**config.mk**
```make
export PLATFORM = sky130hd
export DESIGN_NAME = lcd_capture
export DESIGN_NICKNAME = d
export VERILOG_FILES = /design/src/rtl/lcd_capture.sv
export SDC_FILE = /design/constraint.sdc
export NUM_CORES = 1
export LEC_CHECK = 0
export BUFFER_PORTS_ARGS = -buffer_cell sky130_fd_sc_hd__clkbuf_2
export CORE_ASPECT_RATIO = 0.5
export CORE_UTILIZATION = 45
export CTS_BUF_LIST = sky130_fd_sc_hd__clkbuf_4 sky130_fd_sc_hd__clkbuf_8
export CTS_CLUSTER_DIAMETER = 100
export CTS_CLUSTER_SIZE = 25
export DETAILED_ROUTE_END_ITERATION = 8
export GPL_TIMING_DRIVEN = 0
export PLACE_DENSITY = 0.68
export SLEW_MARGIN = 15
export SYNTH_ARGS = -nofsm -noshare
export SYNTH_HDL_FRONTEND = slang
export SYNTH_SLANG_ARGS = --single-unit
```
**constraint.sdc**
```tcl
create_clock -name clk_sys -period 2.2 [get_ports clk_sys]
set_input_delay 0.11 -clock clk_sys [delete_from_list [all_inputs] [get_ports clk_sys]]
set_output_delay 0.11 -clock clk_sys [all_outputs]
set_load 0.01 [all_outputs]
```
**src/rtl/lcd_capture.sv**
```systemverilog
// Captures the Game Boy LCD pixel stream into a double-buffered 2-bit framebuffer,
// tracking line/frame position from PPU mode edges and blanking on LCD off.
module lcd_capture #(
    parameter int WIDTH  = 160,
    parameter int HEIGHT = 144
) (
    input  logic        clk_sys,
    input  logic        reset,
    input  logic        ce,
    input  logic        lcd_on,
    input  logic        lcd_clkena,
    input  logic [1:0]  lcd_data,
    input  logic [1:0]  lcd_mode,
    output logic        fb_we,
    output logic [15:0] fb_addr,
    output logic [1:0]  fb_data,
    output logic        rd_bank,
    output logic        frame_done,
    output logic        line_err
);

    localparam int XW = $clog2(WIDTH + 1);
    localparam int YW = $clog2(HEIGHT + 1);

    localparam logic [XW-1:0] X_MAX     = XW'(WIDTH);
    localparam logic [YW-1:0] Y_MAX     = YW'(HEIGHT);
    localparam logic [14:0]   LINE_STEP = 15'(WIDTH);
    localparam logic [14:0]   LAST_ADDR = 15'(WIDTH * HEIGHT - 1);

    typedef enum logic [1:0] {
        SYNC,
        CAPTURE,
        CLEAR,
        OFF
    } state_t;

    state_t        state_q, state_d;
    logic [XW-1:0] x_q, x_d;
    logic [YW-1:0] y_q, y_d;
    logic [14:0]   base_q, base_d;
    logic [14:0]   clr_q, clr_d;
    logic          clr_last_q, clr_last_d;
    logic          wr_bank_q, wr_bank_d;
    logic [1:0]    mode_q, mode_d;
    logic          fb_we_q, fb_we_d;
    logic [15:0]   fb_addr_q, fb_addr_d;
    logic [1:0]    fb_data_q, fb_data_d;
    logic          rd_bank_q, rd_bank_d;
    logic          frame_done_q, frame_done_d;
    logic          line_err_q, line_err_d;

    logic line_end;
    logic vbl_entry;
    logic pix_acc;
    logic in_range;

    assign line_end  = (mode_q == 2'd3) && (lcd_mode != 2'd3);
    assign vbl_entry = (mode_q != 2'd1) && (lcd_mode == 2'd1);
    assign pix_acc   = ce && lcd_clkena && (lcd_mode == 2'd3);
    assign in_range  = (x_q < X_MAX) && (y_q < Y_MAX);

    always_comb begin
        state_d      = state_q;
        x_d          = x_q;
        y_d          = y_q;
        base_d       = base_q;
        clr_d        = clr_q;
        clr_last_d   = clr_last_q;
        wr_bank_d    = wr_bank_q;
        mode_d       = ce ? lcd_mode : mode_q;
        fb_we_d      = 1'b0;
        fb_addr_d    = fb_addr_q;
        fb_data_d    = fb_data_q;
        rd_bank_d    = rd_bank_q;
        frame_done_d = 1'b0;
        line_err_d   = line_err_q;

        unique case (state_q)
            SYNC: begin
                if (ce) begin
                    if (!lcd_on) begin
                        state_d    = CLEAR;
                        clr_d      = '0;
                        clr_last_d = 1'b0;
                    end else if (vbl_entry) begin
                        x_d     = '0;
                        y_d     = '0;
                        base_d  = '0;
                        state_d = CAPTURE;
                    end
                end
            end

            CAPTURE: begin
                if (ce) begin
                    if (pix_acc) begin
                        if (in_range) begin
                            fb_we_d   = 1'b1;
                            fb_addr_d = {wr_bank_q, base_q + 15'(x_q)};
                            fb_data_d = lcd_data;
                            x_d       = x_q + 1'b1;
                        end else begin
                            line_err_d = 1'b1;
                        end
                    end

                    if (!lcd_on) begin
                        state_d    = CLEAR;
                        clr_d      = '0;
                        clr_last_d = 1'b0;
                    end else begin
                        if (line_end) begin
                            if (x_q != X_MAX) line_err_d = 1'b1;
                            x_d = '0;
                            if (y_q != Y_MAX) begin
                                y_d    = y_q + 1'b1;
                                base_d = base_q + LINE_STEP;
                            end
                        end
                        // y_d already includes a coincident line end
                        if (vbl_entry) begin
                            if (y_d != Y_MAX) line_err_d = 1'b1;
                            rd_bank_d    = wr_bank_q;
                            wr_bank_d    = ~wr_bank_q;
                            frame_done_d = 1'b1;
                            x_d          = '0;
                            y_d          = '0;
                            base_d       = '0;
                        end
                    end
                end
            end

            CLEAR: begin
                if (clr_last_q) begin
                    rd_bank_d    = wr_bank_q;
                    wr_bank_d    = ~wr_bank_q;
                    frame_done_d = 1'b1;
                    clr_last_d   = 1'b0;
                    state_d      = OFF;
                end else begin
                    fb_we_d   = 1'b1;
                    fb_addr_d = {wr_bank_q, clr_q};
                    fb_data_d = 2'd0;
                    clr_d     = clr_q + 1'b1;
                    if (clr_q == LAST_ADDR) clr_last_d = 1'b1;
                end
            end

            OFF: begin
                if (ce && lcd_on) state_d = SYNC;
            end

            default: state_d = SYNC;
        endcase
    end

    always_ff @(posedge clk_sys or posedge reset) begin
        if (reset) begin
            state_q      <= SYNC;
            x_q          <= '0;
            y_q          <= '0;
            base_q       <= '0;
            clr_q        <= '0;
            clr_last_q   <= 1'b0;
            wr_bank_q    <= 1'b0;
            mode_q       <= 2'd1;
            fb_we_q      <= 1'b0;
            fb_addr_q    <= '0;
            fb_data_q    <= '0;
            rd_bank_q    <= 1'b1;
            frame_done_q <= 1'b0;
            line_err_q   <= 1'b0;
        end else begin
            state_q      <= state_d;
            x_q          <= x_d;
            y_q          <= y_d;
            base_q       <= base_d;
            clr_q        <= clr_d;
            clr_last_q   <= clr_last_d;
            wr_bank_q    <= wr_bank_d;
            mode_q       <= mode_d;
            fb_we_q      <= fb_we_d;
            fb_addr_q    <= fb_addr_d;
            fb_data_q    <= fb_data_d;
            rd_bank_q    <= rd_bank_d;
            frame_done_q <= frame_done_d;
            line_err_q   <= line_err_d;
        end
    end

    assign fb_we      = fb_we_q;
    assign fb_addr    = fb_addr_q;
    assign fb_data    = fb_data_q;
    assign rd_bank    = rd_bank_q;
    assign frame_done = frame_done_q;
    assign line_err   = line_err_q;

endmodule
```
Word level (Yosys, flattened, before mapping):

Index checks and enable logic that the tools add are counted.

* muxes and demuxes: 82
* bitwise logic cells: 1
* reduce and logical (&&, ||, !) cells: 20
* equal/unequal tests: 29
* $lt $le $gt $ge: 2
* $add $sub $neg: 5

Operator list (count)
* 15-bit 2-to-1 mux: 11
* 8-bit 2-to-1 mux: 17
* 16-bit 2-to-1 mux: 4
* 15-bit case mux with 2 select lines: 2
* 16-bit case mux with 2 select lines: 1
* 8-bit case mux with 2 select lines: 2
* 2-bit != test, second input constant: 14
* 1-bit 2-to-1 mux: 27
* 8-bit != test, second input constant: 3
* 2-bit 2-to-1 mux: 11
* 8-bit by 1-bit adder with 8-bit output, second input constant: 2
* 8-bit less-than comparator, second input constant: 2
* 15-bit by 1-bit adder with 15-bit output, second input constant: 1
* 15-bit by 8-bit adder with 15-bit output: 1
* 15-bit by 8-bit adder with 15-bit output, second input constant: 1
* 15-bit == test, second input constant: 1
* 5-bit AND reduction: 3
* 6-bit AND reduction: 2
* 1-bit case mux with 2 select lines: 5
* 3-bit != test, second input constant: 3
* 2-bit == test, second input constant: 4
* 2-bit case mux with 4 select lines: 1
* 8-bit AND reduction: 1
* 1-bit logical AND: 6
* other kinds (10): 14

* flip-flop bits (word level): 74
* input bits: 9
* word-level logic and storage cells: 153
* output and inout bits: 22

Depth between registers and ports, before layout:

* depth after elaboration: 10
* mapped depth: 10
* depth with buffers taken out: 7

Least setup slack after synthesis:

No wires, ideal clock.

* path type: reg2reg
* start point: register state_q[1]
* end point: register clr_q[12]
* data required time: 2135 ps
* slack: 154 ps
* arrival: 1981 ps
* path buffers: 1
* stages on the path, launching flop included: 9
* cell sequence: dfrtp_1 inv_1 ha_1 o21ai_1 o2111ai_2 or2_1 clkbuf_1 nor4_1 a211o_1

* longest elaborated chain between the ends: 4
* elaborated cells between the ends (all ways): 10
* those cells by class: eq/ne: 5; mux: 1; reduce/logical: 4

Ends and longest elaborated chain
* start: declaration: RTL line 37 `state_t state_q, state_d;`
* start signal: assignment: RTL line 175 `state_q <= state_d;`
* 2-bit by 1-bit == test with 1-bit output / 2-bit logical NOT (equally long branches): RTL line 78 `unique case (state_q)`
* 2-bit OR reduction (no line)
* 2-bit != test (no line) (tied with other cells)
* 4-bit AND reduction (no line)
* end signal: assignment: RTL line 179 `clr_q <= clr_d;`
* end: declaration: RTL line 41 `logic [14:0] clr_q, clr_d;`

Several ways; a longest one is shown, not always the timed one.
A chain may end at the register's enable or synchronous reset.

Worst setup path after layout:

* start point: register state_q[1]
* end point: register base_q[13]

* longest elaborated chain between the ends: 3
* elaborated cells between the ends (all ways): 12
* those cells by class: eq/ne: 8; mux: 1; reduce/logical: 3

Ends and longest elaborated chain
* 2-bit by 1-bit == test with 1-bit output / 2-bit logical NOT (equally long branches): RTL line 78
* 3-bit != test (no line) (tied with other cells)
* 8-bit AND reduction (no line)
* end signal: assignment: RTL line 178 `base_q <= base_d;`
* end: declaration: RTL line 40 `logic [14:0] base_q, base_d;`

Several ways; a longest one is shown, not always the timed one.

==> flow_metrics.env <==
export IMPL_max_freq_mhz=464.6
export IMPL_met1_track_demand_over_resource_in_global_routing=0.3279
export IMPL_hold_path_cell_count=2
export IMPL_worst_path_buf_inv=2
export IMPL_slew_headroom=0.5524
export IMPL_setup_repair_after_global_routing_missed_its_margin="yes"
export IMPL_numCtsBuffers=9
export IMPL_timing_critical_path_fanout_max=10
export IMPL_synth_top_flop_cell="sky130_fd_sc_hd__dfrtp_1"
export IMPL_timing_critical_path_cells="inv_1 > ha_1 > buf_4 > a31o_2 > o211ai_2 > or4_1 > a21boi_1"
export IMPL_postSynthCellCount=478
export IMPL_gr_usage_met2=0.3428
export IMPL_post_synth_cell_area_avg_um2=8.889
export IMPL_viasPerCell=5.821
export IMPL_critPathSlowestCell="sky130_fd_sc_hd__or4_1"
export IMPL_crit_arrival_ns=2.44
export IMPL_outcome="finished, final reports clean"
export IMPL_power_density_mw_per_mm2=1080
export IMPL_globalRouteMet3Util=0.06838
export IMPL_cts_root_buf="sky130_fd_sc_hd__clkbuf_8"
export IMPL_antenna_cell_count=0
export IMPL_total_power_mw=5.305
export IMPL_cts_reportedPaths_clkPinSlew_ns=0.08
export IMPL_globalRoute_totalOverflow=0
export IMPL_h_tree_level_count=3
export IMPL_pin_count_of_the_biggest_net_entering_global_routing=56
export IMPL_async_flop_share=1.000
export IMPL_grt_first_pass_wirelength_um=17470
export IMPL_tritonroute_pass_1_iters=5
export IMPL_cts_sinks=69
export IMPL_drt_total_wl_um=10740
export IMPL_worst_skew_pair_late_latency_ns=0.37
export IMPL_dieArea_mm2=0.009858
export IMPL_synth_cell_types=70
export IMPL_setup_viol=0
export IMPL_globalplace_congestion=0.8652
export IMPL_layout_core_utilization=0.5505
export IMPL_sequential_fraction_of_the_synthesis_area=0.4069
export IMPL_antenna_violating_nets_post_route=0
export IMPL_clock_skew_ns=0.01098
export IMPL_warnings_synthesis=0
export IMPL_dieWidth_um=139.4
export IMPL_synth_fp_nets=502
export IMPL_layout_drive_gt1_share=0.1770
export IMPL_ir_worst_vdd_mv=0.4853
export IMPL_layout_cells_most_common="sky130_fd_sc_hd__dfrtp_1"
export IMPL_dr_first_iter_drc_count=336
export IMPL_synth_cell_area_mm2=0.004249
export IMPL_worst_path_stages=7
export IMPL_detail_route_drc_violations=0
export IMPL_cellLeakagePower_nw=2.140
export IMPL_critPathKind="reg -> reg"
export IMPL_place_port_buffers=29
export IMPL_number_of_global_route_vias_before_repair=3427
export IMPL_timing_worst_slew_pin_value_ns=0.6714
export IMPL_critical_path_max_stage_delay_ns=0.54
export IMPL_synth_enable_flop_cells=0
export IMPL_required_ns=2.49
export IMPL_post_drt_wl_per_cell_um=16.57
export IMPL_layout_cells_most_common_list="65 x sky130_fd_sc_hd__dfrtp_1, 63 x sky130_fd_sc_hd__nand2_1, 47 x sky130_fd_sc_hd__o21ai_0, 31 x sky130_fd_sc_hd__clkbuf_2, 30 x sky130_fd_sc_hd__nor2_1"
export IMPL_cp_end_kind="register"
export IMPL_antenna_found_initial=0
export IMPL_max_cap_violations=0
export IMPL_min_cycle_time_layout_ns=2.152
export IMPL_nets=550
export IMPL_hold_violations=0
export IMPL_timing_reg2reg_worst_path_depth=7
export IMPL_min_delay_path_class="in -> reg"
export IMPL_hpwlAfterDp_um=7554
export IMPL_final_max_slew_viol_count=0
export IMPL_critPathTopFamily="simple AND/OR/NAND/NOR gates"
export IMPL_flip_flop_and_latch_count_after_synthesis=69
export IMPL_final_min_period_over_clock_period=0.9783
export IMPL_num_rows=24
export IMPL_start_kind="register"
export IMPL_io_pin_count=31
export IMPL_cts_buffer_depth=2
export IMPL_die_y_um=70.71
export IMPL_starting_density_of_the_core=0.4764
export IMPL_area_delta_synth_final_pct=15.55
export IMPL_core_area_mm2=0.008919
export IMPL_tritoncts="yes"
export IMPL_gr_peak_layer="met2"
export IMPL_vias=3772
export IMPL_grt_total_usage=0.2305
==> area by class of cell <==
type / instances / area [µm²]
fill: 814 / 4009
multi-input combinational: 366 / 2397
sequential: 69 / 1732
timing repair buffer: 38 / 240.2
tap: 117 / 146.4
clock buffer: 11 / 145.1
buffer: 21 / 107.6
inverter: 21 / 81.33
clock inverter: 5 / 60.06
==> registers in the layout (all words and copies together), names as in the netlist <==
signal,count
base_q,10
clr_last_q,1
clr_q,15
fb_addr,16
fb_data,2
fb_we,1
frame_done,1
line_err,1
mode_q,2
rd_bank,1
state_q,2
wr_bank_q,1
x_q,8
y_q,8
==> worst reg2reg max path, cell delays in order (launching register included) <==
cell                       delay, ns
sky130_fd_sc_hd__dfrtp_2        0.47
sky130_fd_sc_hd__inv_1          0.12
sky130_fd_sc_hd__ha_1           0.23
sky130_fd_sc_hd__buf_4          0.21
sky130_fd_sc_hd__a31o_2         0.20
sky130_fd_sc_hd__o211ai_2       0.16
sky130_fd_sc_hd__or4_1          0.54
sky130_fd_sc_hd__a21boi_1       0.16
==> routing by layer <==
| metal | vias up | wire length (µm) |
|---|---|---|
| met4 | 0 | 73 |
| met3 | 11 | 598 |
| met2 | 109 | 4573 |
| li1 | 1844 | - |
| met1 | 1808 | 5494 |
| met5 | - | 0 |
==> through the flow <==
stage | instance area, µm² | cells | hold WS [ns] | setup TNS (ns) | worst slack, ns
after detailed placement | 4571 | 625 | 0.04054 | -4.519 | -0.3472
after global routing | 4910 | 648 | 0.06182 | -0.2660 | -0.1192
final | 4910 | 648 | 0.04704 | 0 | 0.04771
after global placement | 4541 | 624 | 0.3365 | -45.98 | -0.6403
after CTS | 4862 | 645 | 0.03300 | 0 | 0.005049
after floorplan | 4249 | 478 | 0.2425 | 0 | 0.1540
==> cells by family after synthesis <==
| logic type | share of synthesized area |
|---|---|
| xor gates and xnor gates | 0.03298 |
| buffers and inverters | 0.04240 |
| muxes | 0.02680 |
| DFF | 0.4069 |
| and+or+nand+nor | 0.2312 |
| AOI/OAI and AO/OA | 0.2147 |
| adders and majority gates | 0.04417 |
| other | 0.0008825 |
==> worst paths after layout <==
check	end	slack (ns)	startpoint
max	base_q[13]	0.05	state_q[1]
min	mode_q[0]	0.05	lcd_mode[0]
max reg2reg	base_q[13]	0.05	state_q[1]
min reg2reg	fb_addr[7]	0.48	fb_addr[7]
max in group asynchronous	mode_q[0]	1.42	reset
min in group asynchronous	fb_addr[1]	0.20	reset
==> power breakdown <==
group          leakage (nW)  internal (mW)  switching, mW
clock                 0.103          0.569          0.530
sequential            0.921           1.54          0.257
combinational          1.12          0.898           1.51
total                  2.14           3.00           2.30
==> cells in the mapped netlist, types with 2 or more instances <==
cell type | number | area (µm²)
sky130_fd_sc_hd__or3_1 | 3 | 18.77
sky130_fd_sc_hd__a21oi_1 | 15 | 75.07
sky130_fd_sc_hd__nor3_1 | 9 | 45.04
sky130_fd_sc_hd__o21ai_0 | 47 | 235.2
sky130_fd_sc_hd__a31o_2 | 2 | 17.52
sky130_fd_sc_hd__nand3_1 | 17 | 85.08
sky130_fd_sc_hd__inv_1 | 21 | 78.83
sky130_fd_sc_hd__nor2_1 | 30 | 112.6
sky130_fd_sc_hd__o22ai_1 | 2 | 12.51
sky130_fd_sc_hd__o21bai_1 | 2 | 15.01
sky130_fd_sc_hd__o41ai_1 | 4 | 35.03
sky130_fd_sc_hd__nand4_1 | 4 | 25.02
sky130_fd_sc_hd__dfrtp_1 | 67 | 1677
sky130_fd_sc_hd__and4_1 | 7 | 61.31
sky130_fd_sc_hd__xnor2_1 | 13 | 113.9
sky130_fd_sc_hd__ha_1 | 15 | 187.7
sky130_fd_sc_hd__a32o_1 | 3 | 30.03
sky130_fd_sc_hd__a211o_1 | 2 | 17.52
sky130_fd_sc_hd__clkbuf_1 | 14 | 52.55
sky130_fd_sc_hd__o31ai_1 | 11 | 82.58
sky130_fd_sc_hd__a21o_1 | 9 | 67.56
sky130_fd_sc_hd__a22o_1 | 2 | 17.52
sky130_fd_sc_hd__nor2b_1 | 3 | 18.77
sky130_fd_sc_hd__nor4b_1 | 2 | 17.52
sky130_fd_sc_hd__nor4_2 | 3 | 37.54
sky130_fd_sc_hd__o21ai_1 | 2 | 10.01
sky130_fd_sc_hd__mux2_2 | 3 | 33.78
sky130_fd_sc_hd__or4_1 | 2 | 15.01
sky130_fd_sc_hd__o211ai_1 | 4 | 30.03
sky130_fd_sc_hd__and3_1 | 5 | 31.28
sky130_fd_sc_hd__nand4b_1 | 2 | 17.52
sky130_fd_sc_hd__nor4_1 | 10 | 62.56
sky130_fd_sc_hd__xor2_1 | 3 | 26.28
sky130_fd_sc_hd__o311ai_0 | 2 | 17.52
sky130_fd_sc_hd__mux2i_1 | 8 | 80.08
sky130_fd_sc_hd__buf_2 | 6 | 30.03
sky130_fd_sc_hd__nand2b_1 | 6 | 37.54
sky130_fd_sc_hd__nand2_1 | 64 | 240.2
sky130_fd_sc_hd__a211oi_1 | 3 | 22.52
sky130_fd_sc_hd__a21boi_1 | 2 | 15.01
sky130_fd_sc_hd__a31oi_1 | 9 | 56.30
sky130_fd_sc_hd__o211a_1 | 2 | 20.02
sky130_fd_sc_hd__and2_1 | 10 | 62.56
sky130_fd_sc_hd__dfstp_2 | 2 | 52.55
==> timing repair <==
action	in CTS	in global routing
hold buffers	3	0
pin swaps	1	2
setup buffers	2	3
endpoints found under the hold margin	69	0
gates cloned	0	0
gates resized for setup	13	8
endpoints found under the setup margin	33	28
Note: power is estimated with default switching activity, not from simulation.
